===== src/rtl/vga_sync_tracker.sv =====
// Recovers pixel/line position from a VGA Hsync/Vsync pair and reports lock and sync errors.
// Define VGA_SYNC_TRACKER_ERRCNT_EN to build the saturating err_count; otherwise it is tied to 0.
module vga_sync_tracker #(
    parameter int H_TOTAL      = 800,
    parameter int H_ACTIVE     = 640,
    parameter int V_ACTIVE     = 480,
    parameter int V_TOTAL      = 525,
    parameter int H_SYNC_START = 655,
    parameter int H_SYNC_END   = 750,
    parameter int V_SYNC_START = 489,
    parameter int V_SYNC_END   = 490,
    parameter int LOCK_LINES   = 4
) (
    input  logic        clk,
    input  logic        rst,
    input  logic        Hsync,
    input  logic        Vsync,
    output logic [10:0] Hpixel,
    output logic [10:0] Vpixel,
    output logic        active,
    output logic        locked,
    output logic        sync_err,
    output logic        frame_start,
    output logic [7:0]  err_count
);

    localparam int GW = $clog2(LOCK_LINES + 1);
    localparam logic [10:0]   H_LAST     = 11'(H_TOTAL - 1);
    localparam logic [10:0]   V_LAST     = 11'(V_TOTAL - 1);
    localparam logic [10:0]   H_FALL_POS = 11'(H_SYNC_START);
    localparam logic [10:0]   H_REALIGN  = 11'(H_SYNC_START + 1);
    localparam logic [10:0]   H_RISE_POS = 11'(H_SYNC_END + 1);
    localparam logic [10:0]   V_FALL_POS = 11'(V_SYNC_START);
    localparam logic [10:0]   V_RISE_POS = 11'(V_SYNC_END + 1);
    localparam logic [GW-1:0] GOOD_MAX   = GW'(LOCK_LINES);

    logic [10:0]   hcnt_q, hcnt_d;
    logic [10:0]   vcnt_q, vcnt_d;
    logic          hs_q, vs_q;
    logic [GW-1:0] good_lines_q, good_lines_d;
    logic          v_ok_q, v_ok_d;
    logic          locked_q, locked_d;

    logic h_fall, h_rise, v_fall, v_rise;
    logic h_good, h_misfall, h_err;
    logic v_good, v_misfall, v_err;
    logic h_wrap, any_err;

    // NOTE: every always_comb output gets a default before any condition, so no latches form.
    always_comb begin
        h_fall    = hs_q & ~Hsync;
        h_rise    = ~hs_q & Hsync;
        v_fall    = vs_q & ~Vsync;
        v_rise    = ~vs_q & Vsync;

        h_good    = h_fall && (hcnt_q == H_FALL_POS);
        h_misfall = h_fall && !h_good;
        // A high hs_q one column after the expected fall means the fall never came.
        h_err     = h_misfall
                  || (h_rise && (hcnt_q != H_RISE_POS))
                  || ((hcnt_q == H_REALIGN) && hs_q);

        v_good    = v_fall && (hcnt_q == '0) && (vcnt_q == V_FALL_POS);
        v_misfall = v_fall && !v_good;
        v_err     = v_misfall
                  || (v_rise && !((hcnt_q == '0) && (vcnt_q == V_RISE_POS)));

        any_err   = h_err || v_err;

        hcnt_d = (hcnt_q == H_LAST) ? '0 : hcnt_q + 11'd1;
        if (h_misfall) hcnt_d = H_REALIGN;
        h_wrap = (hcnt_q == H_LAST) && !h_misfall;

        vcnt_d = vcnt_q;
        if (h_wrap) vcnt_d = (vcnt_q == V_LAST) ? '0 : vcnt_q + 11'd1;
        if (v_misfall) vcnt_d = V_FALL_POS;

        good_lines_d = good_lines_q;
        if (h_err) good_lines_d = '0;
        else if (h_good && (good_lines_q != GOOD_MAX)) good_lines_d = good_lines_q + 1'b1;

        v_ok_d = v_ok_q;
        if (v_err) v_ok_d = 1'b0;
        else if (v_good) v_ok_d = 1'b1;

        // Built from next-state values so lock drops on the cycle right after an error.
        locked_d = (good_lines_d == GOOD_MAX) && v_ok_d;
    end

    // NOTE: state registers use non-blocking assignments so all flops update together.
    always_ff @(posedge clk) begin
        if (rst) begin
            hcnt_q       <= '0;
            vcnt_q       <= '0;
            hs_q         <= 1'b1;
            vs_q         <= 1'b1;
            good_lines_q <= '0;
            v_ok_q       <= 1'b0;
            locked_q     <= 1'b0;
        end else begin
            hcnt_q       <= hcnt_d;
            vcnt_q       <= vcnt_d;
            hs_q         <= Hsync;
            vs_q         <= Vsync;
            good_lines_q <= good_lines_d;
            v_ok_q       <= v_ok_d;
            locked_q     <= locked_d;
        end
    end

    // Outputs are masked by rst so they read 0 from the first reset cycle onward.
    assign Hpixel      = rst ? '0 : hcnt_q;
    assign Vpixel      = rst ? '0 : vcnt_q;
    assign locked      = locked_q && !rst;
    assign sync_err    = any_err && !rst;
    assign active      = locked && (hcnt_q < 11'(H_ACTIVE)) && (vcnt_q < 11'(V_ACTIVE));
    assign frame_start = locked && (hcnt_q == '0) && (vcnt_q == '0);

`ifdef VGA_SYNC_TRACKER_ERRCNT_EN
    logic [7:0] err_cnt_q, err_cnt_d;

    always_comb begin
        err_cnt_d = err_cnt_q;
        if (sync_err && (err_cnt_q != 8'hFF)) err_cnt_d = err_cnt_q + 8'd1;
    end

    always_ff @(posedge clk) begin
        if (rst) err_cnt_q <= '0;
        else     err_cnt_q <= err_cnt_d;
    end

    assign err_count = rst ? '0 : err_cnt_q;
`else
    assign err_count = '0;
`endif

endmodule


===== config.mk =====
export PLATFORM = sky130hd
export DESIGN_NAME = vga_sync_tracker
export DESIGN_NICKNAME = d
export VERILOG_FILES = /design/src/rtl/vga_sync_tracker.sv
export SDC_FILE = /design/constraint.sdc
export NUM_CORES = 1
export LEC_CHECK = 0
export ABC_AREA = 1
export CAP_MARGIN = 5
export CORE_MARGIN = 10
export CORE_UTILIZATION = 45
export DETAILED_ROUTE_END_ITERATION = 10
export PLACE_DENSITY_LB_ADDON = 0.08
export RECOVER_POWER = 25
export SLEW_MARGIN = 30
export SYNTH_ARGS = -nofsm -noshare
export SYNTH_HDL_FRONTEND = slang
export SYNTH_SLANG_ARGS = --single-unit
export TNS_END_PERCENT = 50

===== constraint.sdc =====
create_clock -name clk -period 4.4 [get_ports clk]
set_input_delay 1.1 -clock clk [delete_from_list [all_inputs] [get_ports clk]]
set_output_delay 1.1 -clock clk [all_outputs]
set_load 0.02 [all_outputs]

* After elaboration in Yosys (flattened, before gate mapping)
Index checks and enable logic that the tools add are counted.
** Word-level totals
- Flip-flop bits (word level) :: 29
- Bits in latches :: 0
- Memory bits (writable) :: 0
- Memory bits (read-only) :: 0
- Input port bits :: 4
- Output and inout bits :: 34
- Logic and storage cells :: 74
- Memories :: 0
** Operators by class
- $add $sub $neg :: 3
- $mul :: 0
- Divide/modulo/power cells :: 0
- $lt $le $gt $ge :: 2
- Equal/unequal tests :: 9
- Shift operators :: 0
- Mux-type cells :: 11
- Bitwise operators :: 8
- Reduce and logical (&&, ||, !) cells :: 32
** Operators with widths (number)
- $eq 11x10->1 const B :: 4
- $mux 11 :: 3
- $add 11x1->11 const B :: 2
- $eq 11x9->1 const B :: 2
- $logic_not 11->1 :: 2
- $mux 10 :: 2
- $logic_and 1x1->1 :: 18
- $mux 9 :: 2
- $lt 11x10->1 const B :: 1
- $lt 11x9->1 const B :: 1
- $ne 11x10->1 const B :: 1
- $mux 3 :: 2
- $logic_not 1->1 :: 5
- $and 1x1->1 :: 4
- $logic_or 1x1->1 :: 4
- $not 1->1 :: 4
- $add 3x1->3 const B :: 1
- $eq 3x3->1 const B :: 1
- $ne 3x3->1 const B :: 1
- $reduce_or 3->1 :: 1
- $mux 1 :: 2
- $reduce_bool 2->1 :: 1
- $reduce_or 2->1 :: 1

* Logic depth before layout (Yosys ltp)
Gate-level depths: netlist of run 1.
- Depth in word-level cells :: 10
- Gate-level depth with buffers :: 12
- Depth with buffers taken out :: 11

* Worst setup path after synthesis of run 1
Ideal clock, no wire load.
- Path type :: input port to output port
- Start :: in rst
- End :: out frame_start
- Arrival :: 2.462 ns
- Required time :: 3.300 ns
- Slack :: 0.838 ns
- Stages on the path :: 4
- Path through :: clkbuf_1 -> nor2_1 -> nand2_1 -> nor4_1
** Between the ends
- Longest elaborated chain between the ends :: 4
** Ends and longest elaborated chain
- start: declaration :: RTL line 15 : input logic rst,
- $logic_not 1->1 :: RTL line 114 : assign locked = locked_q && !rst;
- $logic_and 1x1->1 :: RTL line 114
- net locked :: RTL line 21 : output logic locked,
- $logic_and 1x1->1 (2 in series) :: RTL line 117 : assign frame_start = locked && (hcnt_q == '0) && (vcnt_q == '0);
- end: declaration :: RTL line 23 : output logic frame_start,
The timed path passes the listed nets, and every way through them passes these cells.

* Final worst setup path of run 1
- Start :: in Vsync
- End :: out sync_err
** Between the ends
- Longest elaborated chain between the ends :: 9
** Ends and longest elaborated chain
- start: declaration :: RTL line 17 : input logic Vsync,
- $not 1->1 :: RTL line 53 : v_fall = vs_q & ~Vsync;
- $and 1x1->1 :: RTL line 53
- $logic_and 1x1->1 (2 in series) :: RTL line 63 : v_good = v_fall && (hcnt_q == '0) && (vcnt_q == V_FALL_POS);
- $logic_not 1->1 :: RTL line 64 : v_misfall = v_fall && !v_good;
- $logic_and 1x1->1 :: RTL line 64
- $logic_or 1x1->1 (*) :: RTL line 66 : || (v_rise && !((hcnt_q == '0) && (vcnt_q == V_RISE_POS)));
- $logic_or 1x1->1 (*) :: RTL line 68 : any_err = h_err || v_err;
- $logic_and 1x1->1 (*) :: RTL line 115 : assign sync_err = any_err && !rst;
- end: declaration :: RTL line 22 : output logic sync_err,
Mark *: on every way between the ends. The rest lies on a longest branch, timed or not.

==> summary.md, run 1 <==
| Metric | Value |
|---|---|
| # diodes | 0 |
| GR Util met3 | 4.92% |
| Peak Freq | 242 MHz |
| Number of synthesized flops with an enable pin | 0 |
| Crit path buffers/inverters | 4 |
| Final Hold Fails | 0 |
| Vias per cell | 5.14 |
| Post-Synth XOR/XNOR Area | 4.67% |
| Layout Nets | 361 |
| Worst Path Required | 3.30 ns |
| Vias in the first global route | 1752 |
| Crit Path Max Fanout | 8 |
| Top cell family by delay on the critical path | buffers and inverters |
| Slowest stage cell on the critical path | clkdlybuf4s50_1 |
| Fin. max-slew vios | 0 |
| Chip height | 87.7 um |
| Post-synthesis cell count | 322 |
| Die area | 0.00769 sq mm |
| Worst hold-check path type | flip-flop to flip-flop |
| Synth Area in Adders | 4.24% |
| Drt pass-1 iters | 5 |
| H-tree depth | 2 |
| CP Launch Type | primary input |
| Die X | 87.7 um |
| Total GRT Usage | 13.6% |
| WL final | 5220 um |
| Post-CTS setup repair buffer count | 0 |
| Clock Tree Buf Depth | 2 |
| Clock Skew | 0.00899 ns |
| Final worst-path cycle share | 94.1% |
| Distinct cells, synth | 33 |
| Largest family of logic cells by synthesized area | simple AND/OR/NAND/NOR gates |
| CTS tree | yes |
| IO buf count | 29 |
| Met2 usage | 18.9% |
| Post-synthesis simple-gate area fraction | 42.9% |
| Mux cell area share after synthesis | 0% |
| Detailed Place HPWL | 3990 um |
| Hold_buf cts | 0 |
| Antenna Nets Post-Route | 0 |
| Clock transition at path regs | 0.06 ns |
| Final number of setup-violating endpoints | 0 |
| CP max stage delay | 0.55 ns |
| I/O pins | 38 |
| Min Tclk post-route | 4.14 ns |
| Maxcap violations | 0 |
| CP Cell Sequence | dlygate4sd3_1 -> inv_1 -> nand2_1 -> nor2_1 -> nand3_1 -> inv_1 -> nand2_1 -> nand2_2 -> nand2_1 -> nor2_1 -> nor2_1 -> clkdlybuf4s50_1 |
| Worst skew pair latency | 0.28 ns |
| PwrDens | 260 mW/mm^2 |
| Setup CP Type | primary input to primary output |
| Drt first-iter violations | 279 |
| First-pass GRT wire length | 8590 um |
| CTS resizes | 0 |
| Layout cell share with drive strength beyond 1 | 8.55% |
| CP arrival | 3.04 ns |
| Synth Flop Type | dfxtp_1 |
| LEAKAGE | 1.03 nW |
| Crit end category | primary output |
| Outcome | completed |
| Met1 Use GR | 19.0% |
| Root buf cell | clkbuf_8 |
| GR peak layer | met1 |
| Std cell rows | 24 |
| Initial Utilization | 47.1% |
| Vias | 2071 |
| Synthesized flop and latch total | 29 |
| Ys async rst share | 0% |
| Compound-cell area share of the yosys netlist | 5.94% |
| Total core area | 0.00438 sq mm |
| Placer congestion estimate | 0.915 |
| Setup TNS | 0 ns |
| Syn avg cell area | 6.41 sq um |
| Syn-to-layout area delta | 18.1% |
| Worst vdd ir | 0.226 mV |
| Initial antenna violation count | 0 |
| Gr ovfl total | 0 |
| DR DRC count | 0 |
| Largest net degree at the start of global routing | 35 |
| Yosys warning count | 0 |
| TritonCTS Sinks | 29 |
| Drt wl/cell | 13.0 um |
| TritonCTS Buffers | 5 |
| RSZ-0062 raised after global routing | false |
| Register area share after synthesis | 28.1% |
| Final core occ | 55.6% |
| Post-Syn Area | 0.00206 sq mm |
-- Yosys cell counts, types with 5 or more instances --
master,number,area [sq um]
nor2_1,70,263
nand2_1,59,221
inv_1,37,139
dfxtp_1,29,581
nand3_1,26,130
a21oi_1,10,50.1
nand4_1,10,62.6
xor2_1,10,87.6
buf_4,8,60.1
nor3_1,8,40.0
ha_1,7,87.6
inv_2,6,22.5
nand2_2,5,31.3
-- path summary, 6_finish.rpt --
kind,startpoint,end,slack [ns],cells after the start
worst max-delay path,Vsync,sync_err,0.26,12
worst min-delay path,hcnt_q[0]$_SDFF_PP0_,hcnt_q[0]$_SDFF_PP0_,0.46,1
worst max register to register,hcnt_q[7]$_SDFF_PP0_,vcnt_q[4]$_SDFFE_PP0P_,2.70,7
worst min register to register,hcnt_q[0]$_SDFF_PP0_,hcnt_q[0]$_SDFF_PP0_,0.46,1
-- metal layers --
metal	part of all wire [%]	vias up
li1	-	1057
met4	1.1	0
met3	9.3	7
met5	0	-
met2	42	85
met1	48	922
-- kinds of logic after synthesis --
kind of cell / after synthesis
AND/OR/NAND/NOR: 192
buffers and inverters: 61
flip-flops: 29
AO/OA/AOI/OAI: 21
XOR/XNOR: 11
adder cells (fa/ha/maj): 7
other: 1
-- state kept, by name (all words and copies together), names as in the netlist --
| name | flops |
|---|---|
| good_lines_q | 3 |
| hcnt_q | 11 |
| hs_q | 1 |
| locked_q | 1 |
| v_ok_q | 1 |
| vcnt_q | 11 |
| vs_q | 1 |
-- report_power, final --
group	internal (W)	switching (W)
combinational	0.0000353	0.0000670
clock	0.000141	0.000105
sequential	0.000272	0.0000138
-- metrics by stage --
step	instance area [sq um]	power, W	instances	hold slack, ns	setup WS (ns)
floorplan	2090	0.000368	329	0.430	0.838
global placement	2340	0.000393	395	0.453	0.389
detailed placement	2340	0.000393	395	0.454	0.362
CTS	2440	0.000641	403	0.468	0.345
global route	2440	0.000668	403	0.494	0.133
finish	2440	0.000635	403	0.465	0.261
-- cell usage in the layout (no fill, tap or decap), types with 4 or more instances in the layout --
cell / instances
nor3_1: 8
o21ai_0: 4
nand4_1: 10
clkdlybuf4s50_1: 27
ha_1: 7
inv_1: 38
inv_2: 5
a21oi_1: 10
clkbuf_8: 7
xor2_1: 10
nor2_1: 71
nand2_2: 5
nand2_1: 59
nor4_1: 4
nand3_1: 26
dfxtp_1: 29
conb_1: 8
-- final cells by class --
class	count	area [sq um]
Fill cell	452	1950
Timing Repair Buffer	30	298
Clock buffer	7	96.3
Clock inverter	1	5.00
Inverter	45	174
Sequential cell	29	581
Multi-Input combinational cell	239	1220
Tap cell	52	65.1
Note: power is estimated with default switching activity, not from simulation.
==> run 2: changes to the inputs <==
clock period = 4.98 ns   (was 4.4 ns; I/O delays follow)
==> run 2 against run 1 <==
Against the previous run:
- cell count did not move
- cell area shrank 1.3%
- clock power fell by 19%
- die area did not move
- critical endpoint unchanged
==> summary.md, run 2 (same netlist as run 1, synthesis figures left out) <==
| Metric | Value |
|---|---|
| Setup TNS | 0 ns (unchanged) |
| Clock Tree Buf Depth | 2 (unchanged) |
| CTS resizes | 0 (unchanged) |
| IO buf count | 29 (unchanged) |
| Crit Path Max Fanout | 6 (-2) |
| DR DRC count | 0 (unchanged) |
| Crit end category | primary output |
| Detailed Place HPWL | 3980 um (-0.13%) |
| Crit path buffers/inverters | 4 (unchanged) |
| Layout Nets | 361 (unchanged) |
| Post-CTS setup repair buffer count | 0 (unchanged) |
| CP max stage delay | 0.55 ns (about the same) |
| Total GRT Usage | 14.0% (+0.39 points) |
| CP arrival | 3.22 ns (+0.18 ns) |
| Syn-to-layout area delta | 16.6% |
| Worst hold-check path type | flip-flop to flip-flop |
| Vias | 2063 (-0.39%) |
| Std cell rows | 24 (unchanged) |
| Placer congestion estimate | 0.915 (about the same) |
| Worst hold stages | 1 (unchanged) |
| Hold path start | hcnt_q[0]$_SDFF_PP0_ |
| Finished Layout Cells | 403 (unchanged) |
| R2r setup slk | 3.03 ns (+0.33 ns) |
| Hold Path Sink | hcnt_q[0]$_SDFF_PP0_ |
| Placed Cells | 395 (unchanged) |
| Final setup margin | 0.514 ns (+0.253 ns) |
| Critical R2R Launch | hcnt_q[0]$_SDFF_PP0_ |
| Worst Path Required | 3.73 ns (+0.43 ns) |
| Clock transition at path regs | 0.06 ns (about the same) |
| Final worst-path cycle share | 89.7% |
| Placement Setup Slack | 0.656 ns (+0.294 ns) |
| Top cell family by delay on the critical path | buffers and inverters |
| CP Cell Sequence | clkdlybuf4s50_1 -> inv_1 -> nand2_1 -> inv_1 -> nand2_1 -> nand2_1 -> nor2_1 -> nand2_1 -> nor2_1 -> nor2_1 -> clkdlybuf4s50_1 |
| FF-to-FF End | vcnt_q[8]$_SDFFE_PP0P_ |
| Largest net degree at the start of global routing | 35 (unchanged) |
| # diodes | 0 (unchanged) |
| LEAKAGE | 1.01 nW (-1.8%) |
| TritonCTS Buffers | 5 (unchanged) |
| Die X | 87.7 um (unchanged) |
| Min Tclk post-route | 4.47 ns |
| Total power | 0.000540 W (-15%) |
| Die area | 0.00769 sq mm (unchanged) |
| Maxcap violations | 0 (unchanged) |
| I/O pins | 38 (unchanged) |
| Antenna Nets Post-Route | 0 (unchanged) |
| Worst skew pair latency | 0.29 ns (about the same) |
| Fin. max-slew vios | 0 (unchanged) |
| PwrDens | 225 mW/mm^2 (-14%) |
| Layout cell share with drive strength beyond 1 | 7.98% (-0.57 points) |
| Final number of setup-violating endpoints | 0 (unchanged) |
| First-pass GRT wire length | 8810 um (+2.6%) |
| RSZ-0062 raised after global routing | false |
| Gr ovfl total | 0 (unchanged) |
| Slowest stage cell on the critical path | clkdlybuf4s50_1 |
| WHS | 0.468 ns (+0.00300 ns) |
| Initial antenna violation count | 0 (unchanged) |
| Final Hold Fails | 0 (unchanged) |
| Chip height | 87.7 um (unchanged) |
| Total core area | 0.00438 sq mm (unchanged) |
| Most frequent cells in the layout | nor2_1, nand2_1, inv_1, dfxtp_1, clkdlybuf4s50_1 |
| Drt pass-1 iters | 5 (unchanged) |
| Clock Skew | 0.00692 ns (-0.00208 ns) |
| Drt wl/cell | 13.0 um (+0.13%) |
| Vias per cell | 5.12 (-0.39%) |
| WL final | 5230 um (+0.13%) |
| Outcome | completed |
| H-tree depth | 2 (unchanged) |
| Biggest regs | hcnt_q: 11 flops, vcnt_q: 11 flops, good_lines_q: 3 flops |
| Setup CP Type | primary input to primary output |
| Commonest non-fill, non-tap cell in the layout | nor2_1 |
| Drt first-iter violations | 223 (-20%) |
| Worst vdd ir | 0.142 mV (-37%) |
| CP Launch Type | primary input |
| Worst r2r path cells | 10 (+3) |
| Initial Utilization | 47.1% (unchanged) |
| Peak Freq | 224 MHz |
| Hold_buf cts | 0 (unchanged) |
| Root buf cell | clkbuf_8 |
| Cell mode on critical path | nand2_1 |
| TritonCTS Sinks | 29 (unchanged) |
| CTS tree | yes |
| Vias in the first global route | 1822 (+4.0%) |
run 2: changes by cell type in the layout (fill, tap and decap cells not counted), sizes merged:
cell | before | now
clkbuf | 7 | 5
clkinv | 3 | 4
clkinvlp | 0 | 1
run 2: worst max path at each step:
stage	startpoint	to	slack [ns]	depth (start not counted)
6_report	Hsync	sync_err	0.51	11
5_1_grt	Hsync	sync_err	0.31	11
4_1_cts	Hsync	sync_err	0.64	11
3_5_place_dp	Hsync	sync_err	0.66	11
3_3_place_gp	Hsync	sync_err	0.68	11
2_1_floorplan	rst	frame_start	1.13	4
run 2: final cells by class:
cell class                      count  area [sq um]
Clock buffer                        5          68.8
Tap cell                           52          65.1
Timing Repair Buffer               30           298
Sequential cell                    29           581
Fill cell                         457          1980
Clock inverter                      3          17.5
Multi-Input combinational cell    239          1200
Inverter                           45           174
run 2: report_power, final:
| part | internal [W] | switching (W) | total, W |
|---|---|---|---|
| registers | 0.000240 | 0.0000121 | 0.000252 |
| logic | 0.0000308 | 0.0000577 | 0.0000884 |
| clock network | 0.0000964 | 0.000103 | 0.000199 |
| total | 0.000367 | 0.000173 | 0.000540 |
run 2: per-stage QoR:
step	cell area, sq um	utilization [%]
after floorplan	2090	-
after global placement	2340	53.3
after CTS	2420	55.3
after global routing	2400	54.9
final	2400	54.9
after detailed placement	2340	53.3
run 2: per-layer routing:
layer | vias to the layer above | global-route usage [%] | part of all wire [%]
li1 | 1056 | - | -
met1 | 921 | 19.9 | 49
met2 | 77 | 19.4 | 42
met3 | 9 | 3.99 | 8.3
met4 | 0 | 4.78 | 1.3
met5 | - | 0 | 0
